--- src/rtl/uart_tx_queue_if.sv ---
// Producer/transmitter bundle for uart_tx_queue: write port, FIFO status and the tx_start/tx_busy handshake.
// With UART_TXQ_FLUSH_EN defined the bundle also carries the producer's flush line.
interface uart_tx_queue_if #(
    parameter int DEPTH      = 16,
    parameter int DATA_WIDTH = 8
);
    localparam int LEVEL_W = $clog2(DEPTH) + 1;

    logic                  wr_en;
    logic [DATA_WIDTH-1:0] wr_data;
    logic                  full;
    logic                  empty;
    logic [LEVEL_W-1:0]    level;
    logic                  overflow;
    logic [DATA_WIDTH-1:0] tx_data;
    logic                  tx_start;
    logic                  tx_busy;
    logic                  idle;
`ifdef UART_TXQ_FLUSH_EN
    logic                  flush;

    modport master (
        output wr_en, wr_data, tx_busy, flush,
        input  full, empty, level, overflow, tx_data, tx_start, idle
    );

    modport slave (
        input  wr_en, wr_data, tx_busy, flush,
        output full, empty, level, overflow, tx_data, tx_start, idle
    );
`else
    modport master (
        output wr_en, wr_data, tx_busy,
        input  full, empty, level, overflow, tx_data, tx_start, idle
    );

    modport slave (
        input  wr_en, wr_data, tx_busy,
        output full, empty, level, overflow, tx_data, tx_start, idle
    );
`endif
endinterface

--- src/rtl/uart_tx_queue.sv ---
// Byte FIFO plus tx_start/tx_busy sequencer sitting directly in front of the uartTX transmitter.
// Optional feature: define UART_TXQ_FLUSH_EN to add bus.flush, which empties the FIFO without touching the FSM.
module uart_tx_queue #(
    parameter int DEPTH      = 16,
    parameter int DATA_WIDTH = 8
) (
    input  logic           clk,
    input  logic           rst_n,
    uart_tx_queue_if.slave bus
);
    localparam int AW = $clog2(DEPTH);
    localparam int LW = AW + 1;

    typedef enum logic [1:0] {
        ST_IDLE      = 2'd0,
        ST_START     = 2'd1,
        ST_WAIT_DONE = 2'd2
    } state_e;

    state_e                r_state;
    state_e                w_stateNext;

    logic [DATA_WIDTH-1:0] r_mem [DEPTH];
    logic [AW-1:0]         r_wrPtr;
    logic [AW-1:0]         r_rdPtr;
    logic [LW-1:0]         r_level;
    logic [LW-1:0]         w_levelNext;
    logic                  r_full;
    logic                  r_empty;
    logic                  r_overflow;
    logic                  r_txStart;
    logic                  w_txStartNext;
    logic [DATA_WIDTH-1:0] r_txData;
    logic                  w_pop;
    logic                  w_flush;
    logic                  w_wrAccept;
    logic                  w_wrReject;

`ifdef UART_TXQ_FLUSH_EN
    assign w_flush = bus.flush;
`else
    assign w_flush = 1'b0;
`endif

    // A flush swallows a simultaneous write outright, so it can neither store nor flag overflow.
    assign w_wrAccept = bus.wr_en && !r_full && !w_flush;
    assign w_wrReject = bus.wr_en &&  r_full && !w_flush;

    always_comb begin
        w_stateNext   = r_state;
        w_txStartNext = r_txStart;
        w_pop         = 1'b0;
        unique case (r_state)
            ST_IDLE: begin
                if (!r_empty) begin
                    w_pop         = 1'b1;
                    w_txStartNext = 1'b1;
                    w_stateNext   = ST_START;
                end
            end
            ST_START: begin
                // Level handshake: keep requesting until the transmitter shows busy, then drop
                // before it can finish, so one frame never gets sent twice.
                if (bus.tx_busy) begin
                    w_txStartNext = 1'b0;
                    w_stateNext   = ST_WAIT_DONE;
                end
            end
            ST_WAIT_DONE: begin
                if (!bus.tx_busy) begin
                    w_stateNext = ST_IDLE;
                end
            end
            default: begin
                w_txStartNext = 1'b0;
                w_stateNext   = ST_IDLE;
            end
        endcase
    end

    always_comb begin
        w_levelNext = r_level;
        if (w_flush) begin
            w_levelNext = '0;
        end else if (w_wrAccept && !w_pop) begin
            w_levelNext = r_level + LW'(1);
        end else if (!w_wrAccept && w_pop) begin
            w_levelNext = r_level - LW'(1);
        end
    end

    always_ff @(posedge clk or negedge rst_n) begin
        if (!rst_n) begin
            r_state   <= ST_IDLE;
            r_txStart <= 1'b0;
            r_txData  <= '0;
        end else begin
            r_state   <= w_stateNext;
            r_txStart <= w_txStartNext;
            if (w_pop) begin
                r_txData <= r_mem[r_rdPtr];
            end
        end
    end

    // full/empty are registered copies of the next level so every status output is a flop.
    always_ff @(posedge clk or negedge rst_n) begin
        if (!rst_n) begin
            r_wrPtr    <= '0;
            r_rdPtr    <= '0;
            r_level    <= '0;
            r_full     <= 1'b0;
            r_empty    <= 1'b1;
            r_overflow <= 1'b0;
        end else begin
            if (w_flush) begin
                r_rdPtr <= r_wrPtr;
            end else if (w_pop) begin
                r_rdPtr <= r_rdPtr + AW'(1);
            end
            if (w_wrAccept) begin
                r_wrPtr <= r_wrPtr + AW'(1);
            end
            if (w_wrReject) begin
                r_overflow <= 1'b1;
            end
            r_level <= w_levelNext;
            r_full  <= (w_levelNext == LW'(DEPTH));
            r_empty <= (w_levelNext == '0);
        end
    end

    always_ff @(posedge clk) begin
        if (w_wrAccept) begin
            r_mem[r_wrPtr] <= bus.wr_data;
        end
    end

    assign bus.full     = r_full;
    assign bus.empty    = r_empty;
    assign bus.level    = r_level;
    assign bus.overflow = r_overflow;
    assign bus.tx_data  = r_txData;
    assign bus.tx_start = r_txStart;
    assign bus.idle     = r_empty && (r_state == ST_IDLE) && !bus.tx_busy;

endmodule

--- src/flat_wrapper.sv ---
// flat-port wrapper written by rule: the top's interface ports become plain ports
module uart_tx_queue_flat 
#(
    parameter int DEPTH      = 16,
    parameter int DATA_WIDTH = 8
)
  (clk, rst_n, bus_wr_en, bus_wr_data, bus_tx_busy, bus_full, bus_empty, bus_level, bus_overflow, bus_tx_data, bus_tx_start, bus_idle);
  uart_tx_queue_if #(.DEPTH(DEPTH), .DATA_WIDTH(DATA_WIDTH)) bus_i ();
  input  logic clk;
  input  logic rst_n;
  input wire logic [$bits(bus_i.wr_en)-1:0] bus_wr_en;
  input wire logic [$bits(bus_i.wr_data)-1:0] bus_wr_data;
  input wire logic [$bits(bus_i.tx_busy)-1:0] bus_tx_busy;
  output wire logic [$bits(bus_i.full)-1:0] bus_full;
  output wire logic [$bits(bus_i.empty)-1:0] bus_empty;
  output wire logic [$bits(bus_i.level)-1:0] bus_level;
  output wire logic [$bits(bus_i.overflow)-1:0] bus_overflow;
  output wire logic [$bits(bus_i.tx_data)-1:0] bus_tx_data;
  output wire logic [$bits(bus_i.tx_start)-1:0] bus_tx_start;
  output wire logic [$bits(bus_i.idle)-1:0] bus_idle;
  assign bus_i.wr_en = bus_wr_en;
  assign bus_i.wr_data = bus_wr_data;
  assign bus_i.tx_busy = bus_tx_busy;
  assign bus_full = bus_i.full;
  assign bus_empty = bus_i.empty;
  assign bus_level = bus_i.level;
  assign bus_overflow = bus_i.overflow;
  assign bus_tx_data = bus_i.tx_data;
  assign bus_tx_start = bus_i.tx_start;
  assign bus_idle = bus_i.idle;
  uart_tx_queue #(.DEPTH(DEPTH), .DATA_WIDTH(DATA_WIDTH)) u_core (.clk(clk), .rst_n(rst_n), .bus(bus_i));
endmodule
--- config.mk ---
export PLATFORM = sky130hd
export DESIGN_NAME = uart_tx_queue_flat
export DESIGN_NICKNAME = d
export VERILOG_FILES = /design/src/rtl/uart_tx_queue_if.sv /design/src/rtl/uart_tx_queue.sv /design/src/flat_wrapper.sv
export SDC_FILE = /design/constraint.sdc
export NUM_CORES = 1
export LEC_CHECK = 0
export CORE_MARGIN = 1.5
export CORE_UTILIZATION = 35
export CTS_CLUSTER_DIAMETER = 60
export DETAILED_ROUTE_END_ITERATION = 8
export PLACE_DENSITY = 0.63
export SETUP_SLACK_MARGIN = 0.4
export SYNTH_ARGS = -nofsm -noshare
export SYNTH_HDL_FRONTEND = slang
export SYNTH_SLANG_ARGS = --single-unit
--- constraint.sdc ---
create_clock -name clk -period 5.72 [get_ports clk]
set_input_delay 0.858 -clock clk [delete_from_list [all_inputs] [get_ports clk]]
set_output_delay 0.858 -clock clk [all_outputs]
set_load 0.01 [all_outputs]
After elaboration in Yosys (flattened, before gate mapping)
Memories as Yosys holds them, arrays and structs flattened. A register that Yosys moved wholly into a read port is not among the register bits. Cells that the tools add are included.

$lt $le $gt $ge: 0. Add/sub/neg operators: 4. Bitwise gates (word level): 1. Equal/unequal tests: 6. Shifts and indexed selects: 0. Divide/modulo/power cells: 0. Multiply operators: 0. Mux-type cells: 13. Reduce and logical (&&, ||, !) cells: 15.

Operators with widths (number): $mux 5 (2); $add 4x1->4 const B (2); $logic_and 1x1->1 (6); $mux 1 (6); $mux 2 (3); $ne 2x2->1 const B (3); $pmux 2 s3 (1); $reduce_and 3->1 (2); $add 5x1->5 const B (1); $eq 5x5->1 const B (1); $logic_not 1->1 (5); $logic_not 5->1 (1); $sub 5x1->5 const B (1); $pmux 1 s3 (1); $eq 2x1->1 const B (1); $eq 2x2->1 const B (1); $logic_not 2->1 (1); $not 1->1 (1).

Flip-flop bits (word level): 19. Bits in latches: 0. Logic and storage cells: 48. Bits in writable memories: 128. ROM bits: 0. Memories kept: 1. Input bits: 12.

Memory list: u_core.r_mem (depth 16, width 8, read ports 1, clocked after Yosys merged registers in 1, write ports 1, line uart_tx_queue.sv:23) `logic [DATA_WIDTH-1:0] r_mem [DEPTH];`.

Depth between registers and ports, before layout
Depth in word-level cells: 7. Depth in mapped cells: 7. Gate-level depth less buffers: 6.

Worst setup path after synthesis
Ideal clock, no wire load.

Path type: input to register. From: in bus_wr_en. To: mem u_core.r_mem[3][0] (enable). Library setup time: 0.383 ns. Arrival time: 2.261 ns. Buffers on the path: 1. Cell stages on the path: 4. Setup slack: 3.076 ns. Required time: 5.337 ns. Cells stage by stage: nor2b_1 > clkbuf_1 > nand2_1 > nor3_1.

Word-level cells in the longest chain between the ends: 3.

Ends and longest elaborated chain: from (decl) (line flat_wrapper.sv:11) `input wire logic [$bits(bus_i.wr_en)-1:0] bus_wr_en;`; $logic_and 1x1->1 (line uart_tx_queue.sv:46) `assign w_wrAccept = bus.wr_en && !r_full && !w_flush;`; $mux 1 (line uart_tx_queue.sv:134) `if (w_wrAccept) begin`; $mux 1 (not written as such) (line uart_tx_queue.sv:135) `r_mem[r_wrPtr] <= bus.wr_data;`; to (decl) (line uart_tx_queue.sv:23).

Every way passes these cells.

Worst setup path after layout
From: in bus_wr_en. To: mem u_core.r_mem[3][4] (enable).

Same word-level chain as after synthesis.

==> results.txt <==
The tools report the H-tree level count as 4. The register area was 4522 sq um. The cell type of the slowest stage on the worst timing path is nor3_1. The tree is rooted in a clkbuf_16. The required time of the critical path came out at 5750 ps.

The worst setup path is launched from an input port. The hold-critical path depth was 1. The pre-antenna-repair detailed-routing pass consisted of 5 iterations. After detailed routing, the total wire length is 12230 microns.

In this run the mean area of a mapped cell was 18.67 sq um. The number of vias after detailed routing was 3056; the logic depth of the worst register-to-register path was 3. The critical path is of the input port to register type. The largest single stage delay on the critical path is 970 ps. The run finished with clean final reports. After routing, the total negative slack on setup checks comes to 0 ps. Walking the worst path, the cells encountered are clkdlybuf4s50_1 -> nor2b_1 -> nand2_1 -> nor3_1.

In the finished design, the share of the clock period the worst path needs comes to 61.10%. The tools report the DRC marker count from the first detailed-route iteration as 277. The tools report the final design area excluding fillers as 7302 sq um. Entering global routing, the biggest net connects 37 pins.

For this run, design rule violations remaining after detail routing come to 0. Measured along the y axis, the die boundary spans 136.1 microns. The repair_antennas step left the layout with diodes totalling 0. The number of pins with negative max-slew slack in the final report came out at 0. For the number of placement rows, the log shows 48. The tools report the number of nets in the layout as 384. Clock-pin slew was measured on the worst setup and hold paths at 60 ps. The portion of synthesized cell area occupied by the leading cell type is 62.02%, and the initial antenna violation count is 0. The synthesis-to-finish area growth works out to 17.83%. The first global-routing pass estimated 18990 microns of wire.

The core area came out at 17300 sq um. The sum of buffers and inverters on the critical path is 1. The clock passes through at most 2 buffers.

The placed instances occupy a cell area of 6696 sq um. The maximum frequency from static timing analysis was 286.1 MHz. Transition time at the pin with the least slew margin: 1178 ps.

The largest total area in the synthesized netlist belongs to edfxtp_1. At the end of routability-driven placement, the weighted congestion stood at 0.7488. The clock network latency to the later pin of the worst-skew pair is 420 ps. STA classifies the critical path endpoint as a register.

Headroom to the max-slew limit came out at 20.88%. After clock tree synthesis, the flow added hold-fix buffers numbering 0. The tools report the number of gates resized after CTS as 0. After synthesis the cells add up to 6197 sq um.

The number of global-route vias before repair is 3131. Global routing used 14.66% of the available tracks. The worst-case IR drop observed on VDD is 266.7 uV. The worst hold path terminates at u_core.bus.overflow. The worst register-to-register path has a setup slack of 2770 ps.

The clock period minus final worst setup slack works out to 3495 ps. Leaving out fill and tap cells, the most frequent cell in the layout is edfxtp_1. Reg-to-reg critical path startpoint: u_core.bus.full.

The path category of the worst min-delay check is register to register. The top cell types in the final layout, fill and taps aside, are edfxtp_1, mux4_2, clkdlybuf4s50_1. The routed wirelength normalized by instance count is 20.32 microns.

In the final layout, the multi-input gates occupy 1565 sq um. The number of nets handed over by synthesis was 351. Setup repair after global routing left no endpoint under its margin. Of the cells placed in the final design, the portion with a size suffix greater than 1 is 19.10%.

In the synthesized netlist, the number of instances is 332. TritonCTS built the clock tree. The launch point of the worst hold path was u_core.bus.overflow.

Detailed placement ended at an HPWL of 7705 microns. The die covers 18510 sq um. Total of warnings raised by yosys: 0. Buffers placed on the I/O ports in this run total 29. The tools report the number of filler cells placed in the layout as 1531.

Sequential elements use 72.95% of the synthesized area. The number of different library cells used by synthesis comes to 40. The worst clock skew is 9.200 ps. Using the TritonRoute via totals, the vias-per-cell ratio works out to 5.076.

In this run the critical register-to-register path is captured at u_core.r_mem[3][4]. Setup violations remaining at the end of the flow were counted as 0. The flop and latch count out of synthesis came out at 155. The logs give 17 for the number of buffers added by the clock tree synthesis step and 30 for the count of boundary I/O pins. Buffers added to address setup during post-CTS repair amount to 0.

The analysis attributes to cell leakage a power of 2.466 nW. The count of nets left with antenna violations once routing finished came out at 0. Once the floorplan was initialized, standard cells occupied 35.83% of the core. For the worst setup path, the data arrival time is 3520 ps. Sorting the synthesized cells by area gives the leading types as edfxtp_1, mux4_2, dfrtp_1, mux2i_1, ha_1. The floorplan step set the die width to 136.1 microns. For this design, the sink count on the clock tree is 155. The total overflow left after global routing is 0.

The highest fanout seen on the critical path works out to 13. Dividing total power by cell area gives a power density of 527.9 nW/um^2. The critical path's top delay family was simple AND/OR/NAND/NOR gates. The hold violation total from the final report was 0.

The tool flagged a number of max-cap violations equal to 0.
## layer usage
| layer | routed length (microns) | part of all wire (%) | vias up | GRT usage [%] |
|---|---|---|---|---|
| li1 | - | - | 1369 | - |
| met1 | 5515 | 45 | 1591 | 20.25 |
| met2 | 5774 | 47 | 84 | 21.97 |
| met3 | 807 | 6.6 | 12 | 5.071 |
| met4 | 131 | 1.1 | 0 | 4.255 |
| met5 | 0 | 0 | - | 0 |
## flip-flops by register name, summed over array words and instances (netlist names)
name	flops
u_core.r_rdPtr	4
u_core.bus.tx_start	1
u_core.bus.overflow	1
u_core.r_wrPtr	4
u_core.r_mem	128
u_core.r_state	2
u_core.bus.tx_data	8
u_core.bus.empty	1
u_core.bus.full	1
u_core.bus.level	5
## synth_stat cells
library cell  instances
nor4b_2               1
nand3_1               1
or3_1                 1
buf_2                 8
a31oi_1               2
nor3_1                4
nor2b_1               1
nor3_4                1
nand2_1              21
xnor2_1              10
a32oi_1               1
inv_2                 1
buf_1                 2
xor2_1                1
o211ai_1              1
nand2b_1              4
clkbuf_1              5
dfrtp_1              26
nand4_1               2
nor2_1               21
a22oi_2               1
ha_1                  7
a211oi_1              1
a21o_1                1
a22oi_1               2
nor4_2                1
edfxtp_1            128
inv_1                 5
nor3_2                1
o21ai_0               6
and2_1                2
dfstp_2               1
buf_6                 2
mux2i_1              17
nor4b_1               1
and2b_1               1
a31oi_2               1
and3_4                2
o221ai_1              7
mux4_2               31
## worst max path at each step
stage                               to  cells past startpoint       from  slack [ps]
global route        u_core.r_mem[0][7]                      4  bus_wr_en        1970
CTS                 u_core.r_mem[3][0]                      4  bus_wr_en        2240
floorplan           u_core.r_mem[3][0]                      4  bus_wr_en        3080
global placement    u_core.r_mem[1][0]                      4  bus_wr_en        1950
detailed placement  u_core.r_mem[3][6]                      4  bus_wr_en        1840
finish              u_core.r_mem[3][4]                      4  bus_wr_en        2230
## cell families (layout without fill, tap and decap cells)
group / after synthesis / count (layout) / share of synthesized area, %
adders and majority gates: 7 / 7 / 1.413
and+or+nand+nor: 65 / 65 / 5.451
AOI/OAI and AO/OA: 23 / 23 / 2.827
buffers and inverters: 23 / 68 / 1.797
xor gates and xnor gates: 11 / 11 / 1.555
muxes: 48 / 48 / 14.01
DFF: 155 / 155 / 72.95
## worst reg2reg max path: stages, from the launching register on
cell	delay, ps
dfrtp_1	410
nor2b_1	860
nand2_1	320
nor3_1	970
## area by class of cell
class	count	area share, %
tap	225	3.855
clock buffer	20	5.980
inverter	6	0.3084
multi-input combinational	154	21.44
sequential	155	61.93
timing repair buffer	31	4.181
clock inverter	11	2.313
## stage by stage
stage	std cells	worst slack, ps	utilization [%]	hold slack (ps)	total power [W]
floorplan	332	3076	-	458.2	0.002359
global placement	571	1950	38.72	446.2	0.002703
detailed placement	571	1836	38.72	450.8	0.002733
CTS	602	2236	42.22	464.0	0.003894
global route	602	1970	42.22	499.9	0.004057
finish	602	2225	42.22	460.5	0.003855
## report_power, final
group          switching [W]  leakage (nW)  internal, W
clock network       0.000432         0.294     0.000728
logic               0.000538         0.691     0.000527
registers           0.000208          1.48      0.00142
total                0.00118          2.47      0.00268
(Power assumes the default switching activity.)
